File: config.mk
export PLATFORM = sky130hd
export DESIGN_NAME = pipe_ctrl_chain
export DESIGN_NICKNAME = d
export VERILOG_FILES = /design/src/rtl/pipe_ctrl_chain_pkg.sv /design/src/rtl/pipe_stage_reg.sv /design/src/rtl/pipe_ctrl_chain.sv
export SDC_FILE = /design/constraint.sdc
export NUM_CORES = 1
export LEC_CHECK = 0
export BUFFER_PORTS_ARGS = -buffer_cell sky130_fd_sc_hd__buf_4
export CORE_AREA = 2 2 193 195
export DETAILED_ROUTE_END_ITERATION = 8
export DIE_AREA = 0 0 195 197
export MAX_ROUTING_LAYER = met4
export SETUP_SLACK_MARGIN = 0.1
export SLEW_MARGIN = 10
export SYNTH_ARGS = -nofsm -noshare
export SYNTH_HDL_FRONTEND = slang
export SYNTH_SLANG_ARGS = --single-unit
File: constraint.sdc
create_clock -name clk -period 1.1 [get_ports clk]
set_input_delay 0.11 -clock clk [delete_from_list [all_inputs] [get_ports clk]]
set_output_delay 0.11 -clock clk [all_outputs]
set_load 0.02 [all_outputs]
File: src/rtl/pipe_ctrl_chain_pkg.sv
// Shared definitions for the pipeline control chain: stage indices,
// per-stage action encoding and the default performance-counter width.
package pipe_pkg;

  // Stage indices of the classic five-stage CPU pipeline registers
  localparam int unsigned STG_IF_ID  = 0;
  localparam int unsigned STG_ID_EX  = 1;
  localparam int unsigned STG_EX_MEM = 2;
  localparam int unsigned STG_MEM_WB = 3;

  localparam int unsigned CNT_W_DEFAULT = 32;

  typedef enum logic [1:0] {
    ADVANCE,
    HOLD,
    BUBBLE,
    KILL
  } stage_action_e;

endpackage

File: src/rtl/pipe_stage_reg.sv
// One pipeline register: a valid bit plus payload, updated according to the
// action the chain controller selects for this stage.
module pipe_stage_reg
  import pipe_pkg::*;
#(
  parameter int unsigned DATA_W = 64
) (
  input  logic              clk,
  input  logic              arst_n,
  input  logic              en,
  input  stage_action_e     action,
  input  logic              src_valid,
  input  logic [DATA_W-1:0] src_data,
  output logic              valid,
  output logic [DATA_W-1:0] data
);

  // Apply the selected action on enabled edges; hold otherwise
  always_ff @(posedge clk or negedge arst_n) begin
    if (!arst_n) begin
      valid <= 1'b0;
      data  <= '0;
    end else if (en) begin
      unique case (action)
        ADVANCE: begin
          valid <= src_valid;
          data  <= src_data;
        end
        HOLD: begin
          valid <= valid;
          data  <= data;
        end
        BUBBLE, KILL: begin
          valid <= 1'b0;
          data  <= '0;
        end
        default: begin
          valid <= 1'b0;
          data  <= '0;
        end
      endcase
    end
  end

endmodule

File: src/rtl/pipe_ctrl_chain.sv
// Parametrised pipeline-register chain with stall (bubble insertion) and
// flush (redirect kill). Stage 0 is the youngest register.
// Optional performance counters are built when PIPE_PERF_CNT_EN is defined;
// otherwise the counter ports are tied to zero.
module pipe_ctrl_chain
  import pipe_pkg::*;
#(
  parameter int unsigned NUM_STAGES = 4,
  parameter int unsigned DATA_W     = 64,
  parameter int unsigned CNT_W      = CNT_W_DEFAULT
) (
  input  logic                         clk,
  input  logic                         arst_n,
  input  logic                         enable,
  input  logic                         in_valid,
  input  logic [DATA_W-1:0]            in_data,
  output logic                         in_ready,
  input  logic [NUM_STAGES-1:0]        stall_req,
  input  logic [NUM_STAGES-1:0]        flush_req,
  output logic [NUM_STAGES-1:0]        stage_valid,
  output logic [NUM_STAGES*DATA_W-1:0] stage_data,
  output logic                         out_valid,
  output logic [DATA_W-1:0]            out_data,
  output logic [CNT_W-1:0]             stall_cnt,
  output logic [CNT_W-1:0]             flush_cnt,
  output logic [CNT_W-1:0]             retire_cnt
);

  logic                  stall_any;
  logic                  flush_any;
  int                    s_idx;
  int                    f_idx;
  stage_action_e         action [NUM_STAGES];
  logic [NUM_STAGES-1:0] src_valid;
  logic [DATA_W-1:0]     src_data [NUM_STAGES];
  logic [DATA_W-1:0]     dat [NUM_STAGES];
  logic                  load;

  assign stall_any = |stall_req;
  assign flush_any = |flush_req;
  assign in_ready  = enable & ~stall_any & ~flush_any;
  assign load      = in_valid & in_ready;

  // Highest requesting stage for stall and flush (-1 when none)
  always_comb begin
    s_idx = -1;
    f_idx = -1;
    for (int i = 0; i < NUM_STAGES; i++) begin
      if (stall_req[i]) s_idx = i;
      if (flush_req[i]) f_idx = i;
    end
  end

  // Per-stage action: kill beats hold beats bubble beats advance
  always_comb begin
    for (int j = 0; j < NUM_STAGES; j++) begin
      action[j] = ADVANCE;
      if (flush_any && j <= f_idx) begin
        action[j] = KILL;
      end else if (stall_any && j <= s_idx) begin
        action[j] = HOLD;
      end else if ((stall_any && j == s_idx + 1) || (flush_any && j == f_idx + 1)) begin
        // Stage below a held region, or whose source was just killed
        action[j] = BUBBLE;
      end
    end
  end

  // Source of each stage: the input for stage 0, the previous stage otherwise
  always_comb begin
    src_valid[0] = load;
    src_data[0]  = load ? in_data : '0;
    for (int j = 1; j < NUM_STAGES; j++) begin
      src_valid[j] = stage_valid[j-1];
      src_data[j]  = dat[j-1];
    end
  end

  for (genvar g = 0; g < NUM_STAGES; g++) begin : g_stage
    pipe_stage_reg #(
      .DATA_W (DATA_W)
    ) u_stage (
      .clk       (clk),
      .arst_n    (arst_n),
      .en        (enable),
      .action    (action[g]),
      .src_valid (src_valid[g]),
      .src_data  (src_data[g]),
      .valid     (stage_valid[g]),
      .data      (dat[g])
    );
    assign stage_data[g*DATA_W +: DATA_W] = dat[g];
  end

  assign out_valid = stage_valid[NUM_STAGES-1];
  assign out_data  = dat[NUM_STAGES-1];

`ifdef PIPE_PERF_CNT_EN
  // Last stage is held exactly when the top stall bit is set
  logic retire;
  assign retire = out_valid & ~stall_req[NUM_STAGES-1];

  // Free-running event counters, wrapping naturally
  always_ff @(posedge clk or negedge arst_n) begin
    if (!arst_n) begin
      stall_cnt  <= '0;
      flush_cnt  <= '0;
      retire_cnt <= '0;
    end else if (enable) begin
      if (stall_any) stall_cnt  <= stall_cnt + 1'b1;
      if (flush_any) flush_cnt  <= flush_cnt + 1'b1;
      if (retire)    retire_cnt <= retire_cnt + 1'b1;
    end
  end
`else
  assign stall_cnt  = '0;
  assign flush_cnt  = '0;
  assign retire_cnt = '0;
`endif

endmodule

==> flow_summary.ini, run 1 <==
[outcome]
outcome = finished with violations
violations = negative setup slack

[clock_network]
htree_levels = 1
clkSlewWorstSetupHoldPaths_ns = 0.06
cts_buffers = 29
clockRootBuffer = clkbuf_16
clk_latency_ns = 0.55
clock_path_buffers = 3
cts_tree = yes
cts.sinks = 260

[synth]
yosysTopAreaCell = dfrtp_1
synthesis.area_um2 = 11370
ys_async_sr_fraction = 1.000
netlist.area_leader.share = 0.5721
synthAdderAreaFrac = 0.006601
ys_types = 32
ys_warn_count = 0
synthTopCellsByArea = dfrtp_1 57%, a32o_1 11%, buf_4 11%, o32ai_1 5.0%, a22o_1 4.9%
synth_edf_count = 0
ys_ff_latch = 260
synthXorXnorAreaFrac = 0
synth_top_family_by_area = compound AO/OA/AOI/OAI gates
synthFlopType = dfrtp_1
muxShareOfSynthArea = 0
synthesis.instances = 943
yosysSeqAreaShare = 0.5721
syn_area_per_cell_um2 = 12.06
synth_compound_area_frac = 0.2222
yosys.area_share.simple = 0.03410

[timing]
setup_viol_count_final = 586
clock.fmax_ghz = 0.6074
skew_ns = 0.01631
max_slew_margin = 0.5966
fin_crit_sh = 1.497
worst_pin_slew_ns = 0.5985
layout_min_cycle_time_ns = 1.646
setup_ws_ns = -0.5464
slew_violations = 0
hold_viol = 0
rsz0062_at_grt = true

[global_route]
grt_util_met1 = 0.2732
grt-ovfl-total = 0
grtUsageMet3 = 0.02721
globalRouteMet2Util = 0.3381
grt_max_degree = 57
track_usage = 0.2083
grt_pass1_vias = 9582
busiest_layer = met2
grt_pass1_wl_um = 59970
antenna_found_initial = 2

[finish]
fillers = 3190
final_common_cell = buf_4
nets = 1490
area_growth_pct = 57.17
utilization = 0.4930
finalNonFillerCells = 1897
drive_gt1_frac = 0.4653
final_cell_mix = 442 x buf_4, 259 x dfrtp_1, 130 x a32o_1

[place]
hpwlAfterDp_um = 26860
portBuffers = 401
placedCellCount = 1737
gp_congestion = 0.8172

[critical_path]
r2r-start = g_stage[1].u_stage.data[35]
cp-startpoint = stall_req[0]
path_max_fanout = 17
end_kind = flip-flop
required_ns = 1.54
path_class = in2reg
setup.worst_path.start_class = input pin
cp.arrival_ns = 2.09

[route]
drcViolationCount = 0
avgViaCountPerCell = 5.067
totalWireLength_um = 41190
dr.pass1.iters = 5
vias = 9612
drt-initial-drc-count = 581
avgRoutedWirePerCell_um = 21.71
drtAntennaViolNets = 0

[die]
coreArea_um2 = 36260
rows = 70
start_util = 0.3137
die-area_um2 = 38420
die_y_um = 197
die_w_um = 195
io_pins = 498

[job]
cap_viol_max_count = 0

[pwr]
irDropWorstVdd_uv = 1022
finalPower_mw = 21.78
powerDensity_nw_per_um2 = 1219
p_leak_nw = 8.634

[min_path]
hold_class = in2async
==> kinds of logic (layout without fill, tap and decap cells) <==
family                   Yosys count  after routing
buffers and inverters            322            711
AO/OA/AOI/OAI                    268            268
flip-flops                       260            260
AND/OR/NAND/NOR                   86             86
adder cells (fa/ha/maj)            6              6
other                              1             98
==> path summary, 6_finish.rpt <==
| check | to | slack, ns | cells after the start |
|---|---|---|---|
| min in group clk | g_stage[2].u_stage.data[11] | 0.16 | 6 |
| worst min-delay path | g_stage[3].u_stage.data[59] | 0.007 | 2 |
| worst max-delay path | g_stage[2].u_stage.data[7] | -0.55 | 9 |
| max in group asynchronous | g_stage[0].u_stage.data[39] | 0.48 | 3 |
| worst min register to register | g_stage[1].u_stage.data[28] | 0.52 | 1 |
| worst max register to register | g_stage[2].u_stage.data[35] | 0.24 | 2 |
==> repair_timing <==
item,CTS,global route
endpoints found under the setup margin,586,586
setup buffers,24,4
endpoints found under the hold margin,324,0
hold buffers,65,0
resized for setup,62,11
gates cloned,14,3
pin swaps,57,18
==> critical path: stages <==
cell       delay (ns)
buf_6            0.10
nor4_4           0.28
buf_4            0.18
buf_6            0.10
ha_4             0.18
nor4bb_4         0.16
a221o_4          0.46
clkbuf_16        0.24
o32ai_2          0.26
==> stage by stage <==
step / hold WS, ns / worst slack (ns) / setup TNS [ns] / instance area [µm²]
final: 0.007395 / -0.5464 / -144.70 / 17880
after global routing: 0.01308 / -0.6201 / -175.98 / 17880
after CTS: -0.003329 / -0.5062 / -141.32 / 17690
after detailed placement: -0.02975 / -1.149 / -254.98 / 15320
after global placement: -0.03194 / -1.089 / -247.42 / 15320
after floorplan: -0.1856 / -0.9352 / -177.29 / 12570
==> layout make-up <==
type	instances	area [µm²]	share of cell area
antenna	2	5.005	0.0002800
multi-input combinational	456	4086	0.2286
sequential	260	6507	0.3640
tap	468	585.6	0.03276
clock inverter	6	38.79	0.002170
inverter	73	276.5	0.01547
clock buffer	44	902.1	0.05047
timing repair buffer	588	5474	0.3062
==> routing by layer <==
metal / share of wire / vias up
li1: - / 4185
met2: 0.49 / 395
met4: 0.026 / 0
met5: 0 / -
met1: 0.43 / 4966
met3: 0.056 / 66
==> cells in the mapped netlist (all sizes together), types with 4 or more instances <==
library cell and number:
dfrtp 260, inv 73, a32o 130, nor2 4
buf 198, nand2 66, o32ai 65, ha 6
clkbuf 51, a22o 64, nor3 5
==> report_power, final <==
part	internal, mW	switching, mW
Clock	5.60	3.90
Sequential	9.57	0.00355
Combinational	1.12	1.59
Total	16.3	5.50
==> flip-flops by register name, indices dropped and copies added, names as in the netlist <==
register and count:
g_stage.u_stage.data 256, g_stage.u_stage.valid 4
Power figures use the tool's default switching activity.
==> run 2: changes to the inputs <==
--- a/config.mk
+++ b/config.mk
@@ -10,6 +10,7 @@
 export DETAILED_ROUTE_END_ITERATION = 8
 export DIE_AREA = 0 0 195 197
 export MAX_ROUTING_LAYER = met4
+export RECOVER_POWER = 100
 export SETUP_SLACK_MARGIN = 0.1
 export SLEW_MARGIN = 10
 export SYNTH_ARGS = -nofsm -noshare
==> flow_summary.ini, run 2 (synthesis results as in run 1) <==
[timing]
max_slew_margin = 0.5150
setup_ws_ns = -0.5511
setup_viol_count_final = 675
hold_slack_ns = 0.1613
clock.fmax_ghz = 0.6057
worst_pin_slew_ns = 0.7276
skew_ns = 0.01294
fin_setup_tns_ns = -150.95
hold_viol = 0
fin_crit_sh = 1.501
rsz0062_at_grt = true
slew_violations = 0
layout_min_cycle_time_ns = 1.651

[global_route]
track_usage = 0.2083
grt_pass1_wl_um = 59970
antenna_found_initial = 2
grt_max_degree = 57
grt_pass1_vias = 9582
grt-ovfl-total = 0

[critical_path]
required_ns = 1.54
r2r_slack_ns = 0.24
end_kind = flip-flop
path_class = in2reg
crit_path_max_incr_delay_ns = 0.46
crit_slowest_cell = a221o_4
cp.arrival_ns = 2.09
path_max_fanout = 17
crit_chain = buf_6, nor4_4, buf_4, buf_6, ha_4, nor4bb_4, a221o_4, clkbuf_16, o32ai_2
r2r-start = g_stage[1].u_stage.data[35]
setup.worst_path.start_class = input pin
reg2reg_to = g_stage[2].u_stage.data[35]
crit_top_cell = buf_6
reg2reg_depth = 2

[outcome]
outcome = finished with violations
violations = negative setup slack

[clock_network]
htree_levels = 1
cts_tree = yes
cts_buffers = 29
cts.sinks = 260
clockRootBuffer = clkbuf_16
clkSlewWorstSetupHoldPaths_ns = 0.06
clock_path_buffers = 3
clk_latency_ns = 0.54

[finish]
finalNonFillerCells = 1897
nets = 1490
utilization = 0.4923
fillers = 3193
largest_register_ffs = 256
area_growth_pct = 56.95
top_register = g_stage.u_stage.data
design_area_um2 = 17850
final_common_cell = buf_4
reg_top3 = g_stage.u_stage.data: 256 flops, g_stage.u_stage.valid: 4 flops
final_cell_mix = 441 x buf_4, 259 x dfrtp_1, 130 x a32o_1
drive_gt1_frac = 0.4653

[place]
hpwlAfterDp_um = 26860
placed_cell_area_um2 = 15320
placedCellCount = 1737
post-place-ws_ns = -1.149
portBuffers = 401
gp_congestion = 0.8172

[route]
avgViaCountPerCell = 5.076
totalWireLength_um = 41170
avgRoutedWirePerCell_um = 21.70
drt-initial-drc-count = 567
drtAntennaViolNets = 0
drcViolationCount = 0
dr.pass1.iters = 5
vias = 9629

[die]
rows = 70
io_pins = 498
die_w_um = 195
start_util = 0.3137
die-area_um2 = 38420
coreArea_um2 = 36260
die_y_um = 197

[pwr]
powerDensity_nw_per_um2 = 1219
finalPower_mw = 21.77
irDropWorstVdd_uv = 1011
p_leak_nw = 8.626

[min_path]
hold_class = in2async

[job]
cap_viol_max_count = 0
run 2: area by class of cell:
cell class,instances,area [µm²],share of cell area
inverters,73,276.5,0.01549
repair buffers,588,5449,0.3052
clock buffers,44,902.1,0.05054
multi-input cells,456,4086,0.2289
well taps,468,585.6,0.03280
diodes,2,5.005,0.0002804
clock inverters,6,38.79,0.002173
flip-flops and latches,260,6507,0.3645
run 2: timing repair:
item | CTS | global route
gates resized for setup | 62 | 11
buffers inserted | 24 | 4
hold buffers | 65 | 0
hold endpoints to repair | 324 | 0
cloned | 14 | 3
endpoints found under the setup margin | 586 | 586
pin swaps | 57 | 18
run 2: where the power goes:
part | switching [mW] | total (mW) | internal [mW]
logic | 1.59 | 2.70 | 1.11
clock network | 3.90 | 9.49 | 5.60
registers | 0.00354 | 9.57 | 9.57
run 2: critical path, delay by kind of cell:
family                     cells  cell delay (ns)
AOI/OAI and AO/OA              2             0.73
buffers and inverters          4             0.62
and+or+nand+nor                2             0.43
adders and majority gates      1             0.18
run 2: metal layers:
layer,share of wire,routed length (µm),up-vias,global-route usage
li1,-,-,4184,-
met1,0.43,17730,4977,0.2732
met2,0.49,20030,398,0.3381
met3,0.056,2301,70,0.02721
met4,0.027,1112,0,0.06333
met5,0,0,-,-
run 2: worst max-delay path by stage:
stage | endpoint | cells past startpoint | slack, ns | start
2_1_floorplan | g_stage[1].u_stage.data[0] | 8 | -0.94 | stall_req[0]
3_3_place_gp | g_stage[1].u_stage.data[44] | 8 | -1.09 | stall_req[0]
3_5_place_dp | g_stage[1].u_stage.data[34] | 8 | -1.15 | stall_req[0]
4_1_cts | g_stage[1].u_stage.data[34] | 9 | -0.51 | stall_req[2]
5_1_grt | g_stage[1].u_stage.data[16] | 11 | -0.62 | stall_req[0]
6_report | g_stage[2].u_stage.data[7] | 9 | -0.55 | stall_req[0]
